`src/rtl/countdown_mm_ss.sv`:
```
// countdown_mm_ss: MM:SS down-counter with IDLE/RUN/PAUSE/DONE control FSM.
// Both fields count modulo MOD. A seconds wrap produces a one-cycle borrow
// strobe z. Reaching 00:00 produces a one-cycle done strobe.
// Control inputs are plain levels sampled on every rising edge; there is no
// valid/ready handshake. Within one cycle, priority is load > stop > start > tick.
module countdown_mm_ss #(
   parameter int MOD = 60
) (
   input  logic       clk,
   input  logic       rst,
   input  logic       tick,
   input  logic       load,
   input  logic [6:0] ld_min,
   input  logic [6:0] ld_sec,
   input  logic       start,
   input  logic       stop,
   output logic [6:0] min_out,
   output logic [6:0] sec_out,
   output logic       running,
   output logic       z,
   output logic       done,
   output logic [1:0] state_dbg
);

   typedef enum logic [1:0] {
      S_IDLE  = 2'd0,
      S_RUN   = 2'd1,
      S_PAUSE = 2'd2,
      S_DONE  = 2'd3
   } state_t;

   localparam logic [6:0] C_MAX = 7'(MOD - 1);

   state_t     r_state;
   logic [6:0] r_min;
   logic [6:0] r_sec;
   logic       r_z;
   logic       r_done;

   state_t     w_state_nxt;
   logic [6:0] w_min_nxt;
   logic [6:0] w_sec_nxt;
   logic       w_z_nxt;
   logic       w_done_nxt;
   logic       w_zero;

   assign w_zero = (r_min == 7'd0) && (r_sec == 7'd0);

   // Next-state, counter and strobe computation; everything holds by default.
   always_comb begin
      w_state_nxt = r_state;
      w_min_nxt   = r_min;
      w_sec_nxt   = r_sec;
      w_z_nxt     = 1'b0;
      w_done_nxt  = 1'b0;
      if (load) begin
         // Load values above the field maximum saturate at MOD-1.
         w_min_nxt   = (ld_min > C_MAX) ? C_MAX : ld_min;
         w_sec_nxt   = (ld_sec > C_MAX) ? C_MAX : ld_sec;
         w_state_nxt = S_IDLE;
      end else begin
         case (r_state)
            S_IDLE, S_PAUSE: begin
               // A start request is ignored when the count is already 00:00.
               if (start && !w_zero) begin
                  w_state_nxt = S_RUN;
               end
            end
            S_RUN: begin
               if (stop) begin
                  w_state_nxt = S_PAUSE;
               end else if (tick) begin
                  if (r_sec != 7'd0) begin
                     w_sec_nxt = r_sec - 7'd1;
                     // A wrap never lands on 00:00, so only this branch can finish.
                     if ((r_sec == 7'd1) && (r_min == 7'd0)) begin
                        w_state_nxt = S_DONE;
                        w_done_nxt  = 1'b1;
                     end
                  end else if (r_min != 7'd0) begin
                     w_sec_nxt = C_MAX;
                     w_min_nxt = r_min - 7'd1;
                     w_z_nxt   = 1'b1;
                  end
               end
            end
            S_DONE: begin
               w_state_nxt = S_DONE;
            end
            default: begin
               w_state_nxt = S_IDLE;
            end
         endcase
      end
   end

   // State, counter and strobe registers; reset discards any pending strobe.
   always_ff @(posedge clk or negedge rst) begin
      if (!rst) begin
         r_state <= S_IDLE;
         r_min   <= 7'd0;
         r_sec   <= 7'd0;
         r_z     <= 1'b0;
         r_done  <= 1'b0;
      end else begin
         r_state <= w_state_nxt;
         r_min   <= w_min_nxt;
         r_sec   <= w_sec_nxt;
         r_z     <= w_z_nxt;
         r_done  <= w_done_nxt;
      end
   end

   assign min_out   = r_min;
   assign sec_out   = r_sec;
   assign running   = (r_state == S_RUN);
   assign z         = r_z;
   assign done      = r_done;
   assign state_dbg = r_state;

endmodule

```
`config.mk`:
```
export PLATFORM = sky130hd
export DESIGN_NAME = countdown_mm_ss
export DESIGN_NICKNAME = d
export VERILOG_FILES = /design/src/rtl/countdown_mm_ss.sv
export SDC_FILE = /design/constraint.sdc
export NUM_CORES = 1
export LEC_CHECK = 0
export ABC_CLOCK_PERIOD_IN_PS = 5500
export CAP_MARGIN = 0
export CORE_UTILIZATION = 47
export CTS_CLUSTER_SIZE = 8
export DETAILED_ROUTE_END_ITERATION = 8
export PLACE_DENSITY = 0.81
export SLEW_MARGIN = 20
export SYNTH_ARGS = -nofsm -noshare
export SYNTH_HDL_FRONTEND = slang
export SYNTH_SLANG_ARGS = --single-unit
```
`constraint.sdc`:
```
create_clock -name clk -period 5.5 [get_ports clk]
set_clock_uncertainty 0.15 [all_clocks]
set_input_delay 1.1 -clock clk [delete_from_list [all_inputs] [get_ports clk]]
set_output_delay 1.1 -clock clk [all_outputs]
set_load 0.005 [all_outputs]
```
==> qor.txt, run 1 <==
Pwr Density: 190 nW/um^2
Die Height: 53.5 um
hold crit path type: reg2reg
Syn. warnings: 0
crit path DAT: 2.93 ns
fin nets: 202
initial antenna violation count: 0
Syn Nets: 163
final instance area: 1690 um^2
max-cap viol count: 0
global-route wire length before repair: 5.51 mm
number of clock sinks: 18
Worst Path Max Fanout: 9
cell leakage power: 0.650 nW
Critical Path RT: 5.58 ns
CORE AREA: 2500 um^2
H-tree depth: 1
number of synthesized flops with an enable pin: 0
unrepaired setup endpoints after global routing: no
Slowest-stage cell, CP: or4_1
final hold violation count: 0
max incr delay on CP: 0.51 ns
Worst-path clk slew: 0.11 ns
Post-DP Area: 1650 um^2
total wire length: 3.31 mm
DRT iter0 DRCs: 58
Routed Antenna Nets: 0
area of the die: 2860 um^2
setup violators final: 0
status: completed
boundary pin count: 39
Tcrit/Tclk final: 51.9%
Buffers & Inverters on Critical Path: 2
Synth Instances: 139
post-DP HPWL: 2.48 mm
Mapped Area: 1250 um^2
CP top delay family: simple AND/OR/NAND/NOR gates
row cnt: 18
CP Launch Type: primary input
placer congestion estimate: 0.918
Inserted Diodes: 0
Final Non-Filler Cells: 207
Setup TNS: 0 ns
Chip Width: 53.5 um
fin crit period: 2.85 ns
placed instance count: 203
Primary FF master, synth: dfrtp_1
Via-to-Cell Ratio: 6.26
I/O Buffers: 38
largest net degree at the start of global routing: 23
via count: 1295
hold buffers post-CTS: 0
Skew-Pair Late Insertion Delay: 0.31 ns
Congestion Overflow GR: 0
synthesis-to-layout area growth: 35.4%
Root Buffer: clkbuf_4
post-CTS setup buffer count: 0
post-DR wirelength/cell: 16.0 um
Num CTS Buffers: 3
Worst-Margin Slew: 0.839 ns
layout cells sized above 1: 7.34%
critical path cell sequence: clkdlybuf4s50_1 -> nor4bb_1 -> buf_4 -> nand3_4 -> or4_1 -> a21oi_1
initial core utilization: 49.8%
WS Path Type: in2reg
Post-synth ARST share: 100%
number of remaining DRC errors: 0
Worst Setup End Kind: flop
number of global-route vias before repair: 1179
CTS tree: done
post-synthesis sequential area ratio: 36.1%
VDD IR max: 0.173 mV
fmax: 350 MHz
Slew HR: 43.9%
Max Slew Vio Count: 0
clock tree buffer depth: 2
post-CTS sizing: 0
total power draw: 0.321 mW
Mean Syn Cell Area: 8.97 um^2
Filler cells: 207
flop and latch count out of synthesis: 18
first drt pass iteration count: 4
Yosys cell types: 43
global-route usage over all layers: 26.8%
## flip-flops by register name, indices dropped and copies added (netlist names)
signal and cells:
state_dbg 2, min_out 7, sec_out 7, z 1
done 1
## per-layer routing
layer / track usage (%) / routed length (um) / vias up
met5: 0 / 0 / -
met1: 35.3 / 1450 / 618
met3: 6.32 / 181 / 6
met4: 5.26 / 25 / 0
li1: - / - / 613
met2: 44.2 / 1650 / 58
## synth_stat cells (all sizes together) (2+ instances only)
cell type,n,area (um^2)
nand3b,2,15.0
ha,4,50.1
nand2b,3,18.8
nand4,4,25.0
nor4,6,67.6
dfrtp,18,450
nor2,11,43.8
nor3,5,36.3
a21oi,9,45.0
o31a,2,17.5
and3,2,12.5
a211oi,3,22.5
nand2,8,30.0
o32a,2,20.0
o21ai,6,30.0
or4,5,41.3
a31oi,3,18.8
nand3,8,52.6
nor2b,6,37.5
inv,10,37.5
clkbuf,5,20.0
o41ai,2,17.5
## path summary, 6_finish.rpt
check | cells after the start | to | start | slack, ns
max | 6 | min_out[6]$_DFFE_PN0P_ | tick | 2.65
min | 1 | min_out[1]$_DFFE_PN0P_ | min_out[1]$_DFFE_PN0P_ | 0.42
max reg2reg | 6 | min_out[6]$_DFFE_PN0P_ | sec_out[0]$_DFFE_PN0P_ | 3.16
min reg2reg | 1 | min_out[1]$_DFFE_PN0P_ | min_out[1]$_DFFE_PN0P_ | 0.42
max in group asynchronous | 1 | min_out[5]$_DFFE_PN0P_ | rst | 3.57
min in group asynchronous | 1 | sec_out[1]$_DFFE_PN0P_ | rst | 1.10
## through the flow
step | hold slack (ns) | worst slack, ns | utilization, %
2_1_floorplan | 0.371 | 2.97 | -
3_3_place_gp | 0.393 | 2.41 | 66.1
3_5_place_dp | 0.395 | 2.35 | 66.1
4_1_cts | 0.418 | 2.67 | 67.5
5_1_grt | 0.478 | 2.56 | 67.5
6_report | 0.419 | 2.65 | 67.5
## layout make-up
type / count / area (um^2) / share of cell area [%]
tap: 30 / 37.5 / 2.22
multi-input combinational: 106 / 738 / 43.7
clock buffer: 4 / 36.3 / 2.15
timing repair buffer: 39 / 388 / 23.0
sequential: 18 / 450 / 26.7
inverter: 10 / 37.5 / 2.22
## worst register-to-register path, delay by kind of cell, from the launching register on
| kind | cells | cell delay, ns |
|---|---|---|
| compound gates | 1 | 0.17 |
| simple gates | 3 | 1.13 |
| buf+inv | 1 | 0.11 |
| flops | 1 | 0.43 |
| fa+ha+maj | 1 | 0.28 |
## kinds of logic (layout without fill, tap and decap cells)
group / count (synthesis) / count (layout) / synth area share (%)
buffers and inverters: 15 / 53 / 4.62
flip-flops: 18 / 18 / 36.1
AND/OR/NAND/NOR: 65 / 65 / 34.0
AO/OA/AOI/OAI: 37 / 37 / 21.2
adder cells (fa/ha/maj): 4 / 4 / 4.02
## cells in the final DEF (no fill, tap or decap), drive strengths merged, types with 2 or more instances in the layout
master         synthesis  final
clkdlybuf4s50          0     38
nor3                   5      5
or4                    5      5
o32a                   2      2
nand2                  8      8
clkbuf                 5      4
o31a                   2      2
a21oi                  9      9
nor2                  11     11
ha                     4      4
o41ai                  2      2
nand2b                 3      3
nand4                  4      4
nor4                   6      6
nand3b                 2      2
nand3                  8      8
a31oi                  3      3
nor2b                  6      6
inv                   10     10
dfrtp                 18     18
o21ai                  6      6
and3                   2      2
a211oi                 3      3
## report_power, final
| group | total (mW) | internal [mW] | switching [mW] |
|---|---|---|---|
| registers | 0.156 | 0.141 | 0.0145 |
| logic | 0.0805 | 0.0449 | 0.0356 |
| clock network | 0.0852 | 0.0405 | 0.0447 |
Power figures use the tool's default switching activity.
==> inputs of run 2 (changes only) <==
--- a/config.mk
+++ b/config.mk
@@ -5,12 +5,12 @@
 export SDC_FILE = /design/constraint.sdc
 export NUM_CORES = 1
 export LEC_CHECK = 0
-export ABC_CLOCK_PERIOD_IN_PS = 5500
+export ABC_CLOCK_PERIOD_IN_PS = 2650
 export CAP_MARGIN = 0
-export CORE_UTILIZATION = 47
+export CORE_UTILIZATION = 46
 export CTS_CLUSTER_SIZE = 8
 export DETAILED_ROUTE_END_ITERATION = 8
-export PLACE_DENSITY = 0.81
+export PLACE_DENSITY = 0.79
 export SLEW_MARGIN = 20
 export SYNTH_ARGS = -nofsm -noshare
 export SYNTH_HDL_FRONTEND = slang
==> constraint.sdc (replaced) <==
create_clock -name clk -period 2.65 [get_ports clk]
set_clock_uncertainty 0.15 [all_clocks]
set_input_delay 0.53 -clock clk [delete_from_list [all_inputs] [get_ports clk]]
set_output_delay 0.53 -clock clk [all_outputs]
set_load 0.005 [all_outputs]
==> run 2 against run 1 <==
Clock power grew 100%. Largest power group unchanged. Routed wire length up 4.7%. Hold slack better by 0.019 ns.
==> qor.txt, run 2 (synthesis results as in run 1) <==
status: completed
hold crit path type: reg2reg
setup violators final: 0
Chip Width: 54.1 um
hold buffers post-CTS: 0
fin nets: 206
hold path cells: 1
Worst-Margin Slew: 0.797 ns
number of remaining DRC errors: 0
Num CTS Buffers: 3
initial core utilization: 49.4%
Slowest-stage cell, CP: nor2b_1
CP Launch Type: flop
hold_sp: min_out[1]$_DFFE_PN0P_
post-CTS sizing: 0
row cnt: 18
final core occ: 68.1%
crit path DAT: 2.41 ns
setup slack, reg-to-reg: 0.27 ns
number of clock sinks: 18
clock tree buffer depth: 2
Max Slew Vio Count: 0
boundary pin count: 39
WHS Endpoint: min_out[1]$_DFFE_PN0P_
Routed Antenna Nets: 0
Skew-Pair Late Insertion Delay: 0.29 ns
post-DR wirelength/cell: 16.4 um
CTS tree: done
Setup TNS: 0 ns
post-CTS setup buffer count: 0
area of the die: 2920 um^2
number of global-route vias before repair: 1222
Worst Setup End Kind: flop
post-DP HPWL: 2.66 mm
most common cell after layout, fill and taps aside: clkdlybuf4s50_1
Inserted Diodes: 0
Die Height: 54.1 um
R2R depth: 6
Worst-path clk slew: 0.11 ns
via count: 1339
max-cap viol count: 0
total wire length: 3.47 mm
first drt pass iteration count: 4
Root Buffer: clkbuf_4
global-route usage over all layers: 25.5%
Slew HR: 46.7%
critical path cell sequence: inv_1 -> ha_1 -> nor2b_1 -> nand4_1 -> a311oi_1 -> a211oi_1
VDD IR max: 0.275 mV
fin crit period: 2.38 ns
unrepaired setup endpoints after global routing: no
final hold violation count: 0
WS Path Type: reg2reg
placer congestion estimate: 0.908
initial antenna violation count: 0
layout cells sized above 1: 9.39%
most frequent cells in the layout: 38 x clkdlybuf4s50_1, 18 x dfrtp_1, 10 x inv_1, 10 x nor2_1, 9 x a21oi_1
CORE AREA: 2520 um^2
worst r2r src: sec_out[0]$_DFFE_PN0P_
global-route wire length before repair: 5.44 mm
max incr delay on CP: 0.46 ns
largest net degree at the start of global routing: 19
Pwr Density: 389 nW/um^2
cell leakage power: 0.669 nW
Filler cells: 211
Critical Path RT: 2.68 ns
Via-to-Cell Ratio: 6.35
synthesis-to-layout area growth: 37.9%
Congestion Overflow GR: 0
fmax: 420 MHz
DRT iter0 DRCs: 45
FF-to-FF End: sec_out[4]$_DFFE_PN0P_
Worst Path Max Fanout: 7
Tcrit/Tclk final: 89.9%
I/O Buffers: 38
H-tree depth: 1
run 2: cell count changes in the layout (fill, tap and decap cells not counted), sizes merged:
| cell | change |
|---|---|
| buf | +4 |
run 2: critical path: cells and delay by family, from the launching register on:
| family | cells | cell delay (ns) |
|---|---|---|
| fa+ha+maj | 1 | 0.29 |
| buf+inv | 1 | 0.11 |
| simple gates | 2 | 0.79 |
| compound gates | 2 | 0.49 |
| flops | 1 | 0.44 |
run 2: stage by stage:
stage | setup WS, ns | hold WS, ns | instances | power, mW | area [um^2]
6_report | 0.269 | 0.438 | 211 | 0.668 | 1720
5_1_grt | 0.129 | 0.465 | 211 | 0.699 | 1720
4_1_cts | 0.305 | 0.434 | 211 | 0.666 | 1720
3_5_place_dp | 0.106 | 0.409 | 207 | 0.498 | 1680
3_3_place_gp | 0.146 | 0.403 | 207 | 0.493 | 1680
2_1_floorplan | 0.559 | 0.0844 | 139 | 0.396 | 1250
run 2: where the power goes:
part,internal (mW),switching [mW]
clock network,0.0837,0.0882
registers,0.293,0.0310
logic,0.0958,0.0758
total,0.473,0.195
run 2: final cells by class:
type	instances	area (um^2)	share of cell area, %
Inverter	10	37.5	2.18
Multi-Input combinational cell	106	738	43.0
Timing Repair Buffer	43	418	24.3
Tap cell	30	37.5	2.18
Sequential cell	18	450	26.2
Clock buffer	4	36.3	2.11
run 2: worst max path at each step:
stage / startpoint / to / slack [ns] / depth (start not counted)
5_1_grt: sec_out[0]$_DFFE_PN0P_ / min_out[4]$_DFFE_PN0P_ / 0.13 / 6
2_1_floorplan: sec_out[0]$_DFFE_PN0P_ / min_out[3]$_DFFE_PN0P_ / 0.56 / 6
4_1_cts: sec_out[0]$_DFFE_PN0P_ / min_out[3]$_DFFE_PN0P_ / 0.30 / 6
3_5_place_dp: tick / min_out[3]$_DFFE_PN0P_ / 0.11 / 6
6_report: sec_out[0]$_DFFE_PN0P_ / sec_out[4]$_DFFE_PN0P_ / 0.27 / 6
3_3_place_gp: tick / min_out[3]$_DFFE_PN0P_ / 0.15 / 6
run 2: layer usage:
layer	GRT usage [%]	part of all wire, %
met1	33.7	44
met2	41.4	48
met5	0	0
met3	3.39	5.1
met4	10.7	2.4
==> inputs of run 3 (changes only) <==
--- a/config.mk
+++ b/config.mk
@@ -11,6 +11,7 @@
 export CTS_CLUSTER_SIZE = 8
 export DETAILED_ROUTE_END_ITERATION = 8
 export PLACE_DENSITY = 0.79
+export SETUP_SLACK_MARGIN = 0.4
 export SLEW_MARGIN = 20
 export SYNTH_ARGS = -nofsm -noshare
 export SYNTH_HDL_FRONTEND = slang
==> run 3 against run 2 <==
Worst setup slack improved by 0.17 ns. Final area rose by 3.0%. Hold slack got worse by 0.020 ns. Non-clock buffer count rose by 2. Largest power group unchanged. Sequential power barely moved. Core utilization rose by 2.0 points. Flip-flop and latch count did not move.
==> qor.txt, run 3 (synthesis results as in run 1) <==
status: completed
setup violators final: 0
Pwr Density: 381 nW/um^2
Root Buffer: clkbuf_4
initial core utilization: 49.4%
Worst Setup End Kind: output port
Max Slew Vio Count: 0
fin crit period: 2.21 ns
unrepaired setup endpoints after global routing: no
post-DP HPWL: 2.66 mm
number of clock sinks: 18
CORE AREA: 2520 um^2
crit path DAT: 1.53 ns
synthesis-to-layout area growth: 42.0%
fin nets: 208
Setup TNS: 0 ns
Worst-path clk slew: 0.11 ns
Num CTS Buffers: 3
area of the die: 2920 um^2
DRT iter0 DRCs: 46
global-route usage over all layers: 25.5%
Hold Worst Slack: 0.419 ns
most common cell after layout, fill and taps aside: clkdlybuf4s50_1
CTS tree: done
post-DR wirelength/cell: 16.6 um
placer congestion estimate: 0.908
Critical Path RT: 1.97 ns
boundary pin count: 39
largest net degree at the start of global routing: 19
Congestion Overflow GR: 0
global-route wire length before repair: 5.44 mm
fmax: 452 MHz
row cnt: 18
total wire length: 3.53 mm
initial antenna violation count: 0
hold crit path type: in2reg
clock tree buffer depth: 2
Die Height: 54.1 um
Inserted Diodes: 0
R2R depth: 4
Worst Path Max Fanout: 6
layout cells sized above 1: 12.6%
Slew HR: 46.5%
Worst-Margin Slew: 0.800 ns
I/O Buffers: 38
max-cap viol count: 0
Routed Antenna Nets: 0
first drt pass iteration count: 4
most frequent cells in the layout: 36 x clkdlybuf4s50_1, 18 x dfrtp_1, 10 x inv_1, 10 x nor2_1, 9 x a21oi_1
Placement Setup Slack: 0.106 ns
Skew-Pair Late Insertion Delay: 0.29 ns
WS Path Type: reg2out
H-tree depth: 1
Tcrit/Tclk final: 83.4%
cell leakage power: 0.700 nW
via count: 1352
hold path cells: 2
Chip Width: 54.1 um
final hold violation count: 0
number of remaining DRC errors: 0
Via-to-Cell Ratio: 6.35
final setup margin: 0.440 ns
number of global-route vias before repair: 1219
VDD IR max: 0.275 mV
CP Launch Type: flop
-- run 3: critical path, cell delays in order, from the launching register on --
cell and delay [ns]:
dfrtp_1 0.46, nor2b_1 0.24, clkdlybuf4s50_1 0.54
-- run 3: report_power, final --
part / switching [mW] / internal [mW]
registers: 0.0326 / 0.293
logic: 0.0771 / 0.0999
clock network: 0.0884 / 0.0837
-- run 3: metal layers --
layer  GRT usage, %  routed length, um
met4           10.7                 71
met1           33.8               1560
met3           3.39                184
met2           41.2               1710
met5              0                  0
-- run 3: final cells by class --
type	count	area (um^2)
clock buffer	4	36.3
fill	197	753
inverter	10	37.5
multi-input combinational	106	769
sequential	18	450
tap	30	37.5
timing repair buffer	45	438
-- run 3: worst paths after layout --
path	start	endpoint	slack [ns]
min in group asynchronous	rst	sec_out[3]$_DFFE_PN0P_	0.54
hold reg to reg	min_out[1]$_DFFE_PN0P_	min_out[1]$_DFFE_PN0P_	0.44
setup reg to reg	sec_out[3]$_DFFE_PN0P_	min_out[3]$_DFFE_PN0P_	0.53
setup / recovery	state_dbg[0]$_DFFE_PN0P_	running	0.44
max in group asynchronous	rst	min_out[2]$_DFFE_PN0P_	1.32
hold / removal	stop	state_dbg[0]$_DFFE_PN0P_	0.42
-- run 3: repair_timing --
item | 4_1_cts | 5_1_grt
buffers inserted | 0 | 2
hold buffers | 0 | 0
endpoints found under the hold margin | 0 | 0
setup endpoints to repair | 4 | 5
gates resized for setup | 1 | 7
-- run 3: per-stage QoR --
stage / power (mW) / cells / utilization (%) / area [um^2]
6_report: 0.675 / 213 / 70.1 / 1770
3_3_place_gp: 0.493 / 207 / 66.7 / 1680
5_1_grt: 0.707 / 213 / 70.1 / 1770
3_5_place_dp: 0.498 / 207 / 66.7 / 1680
2_1_floorplan: 0.396 / 139 / - / 1250
4_1_cts: 0.666 / 211 / 68.2 / 1720
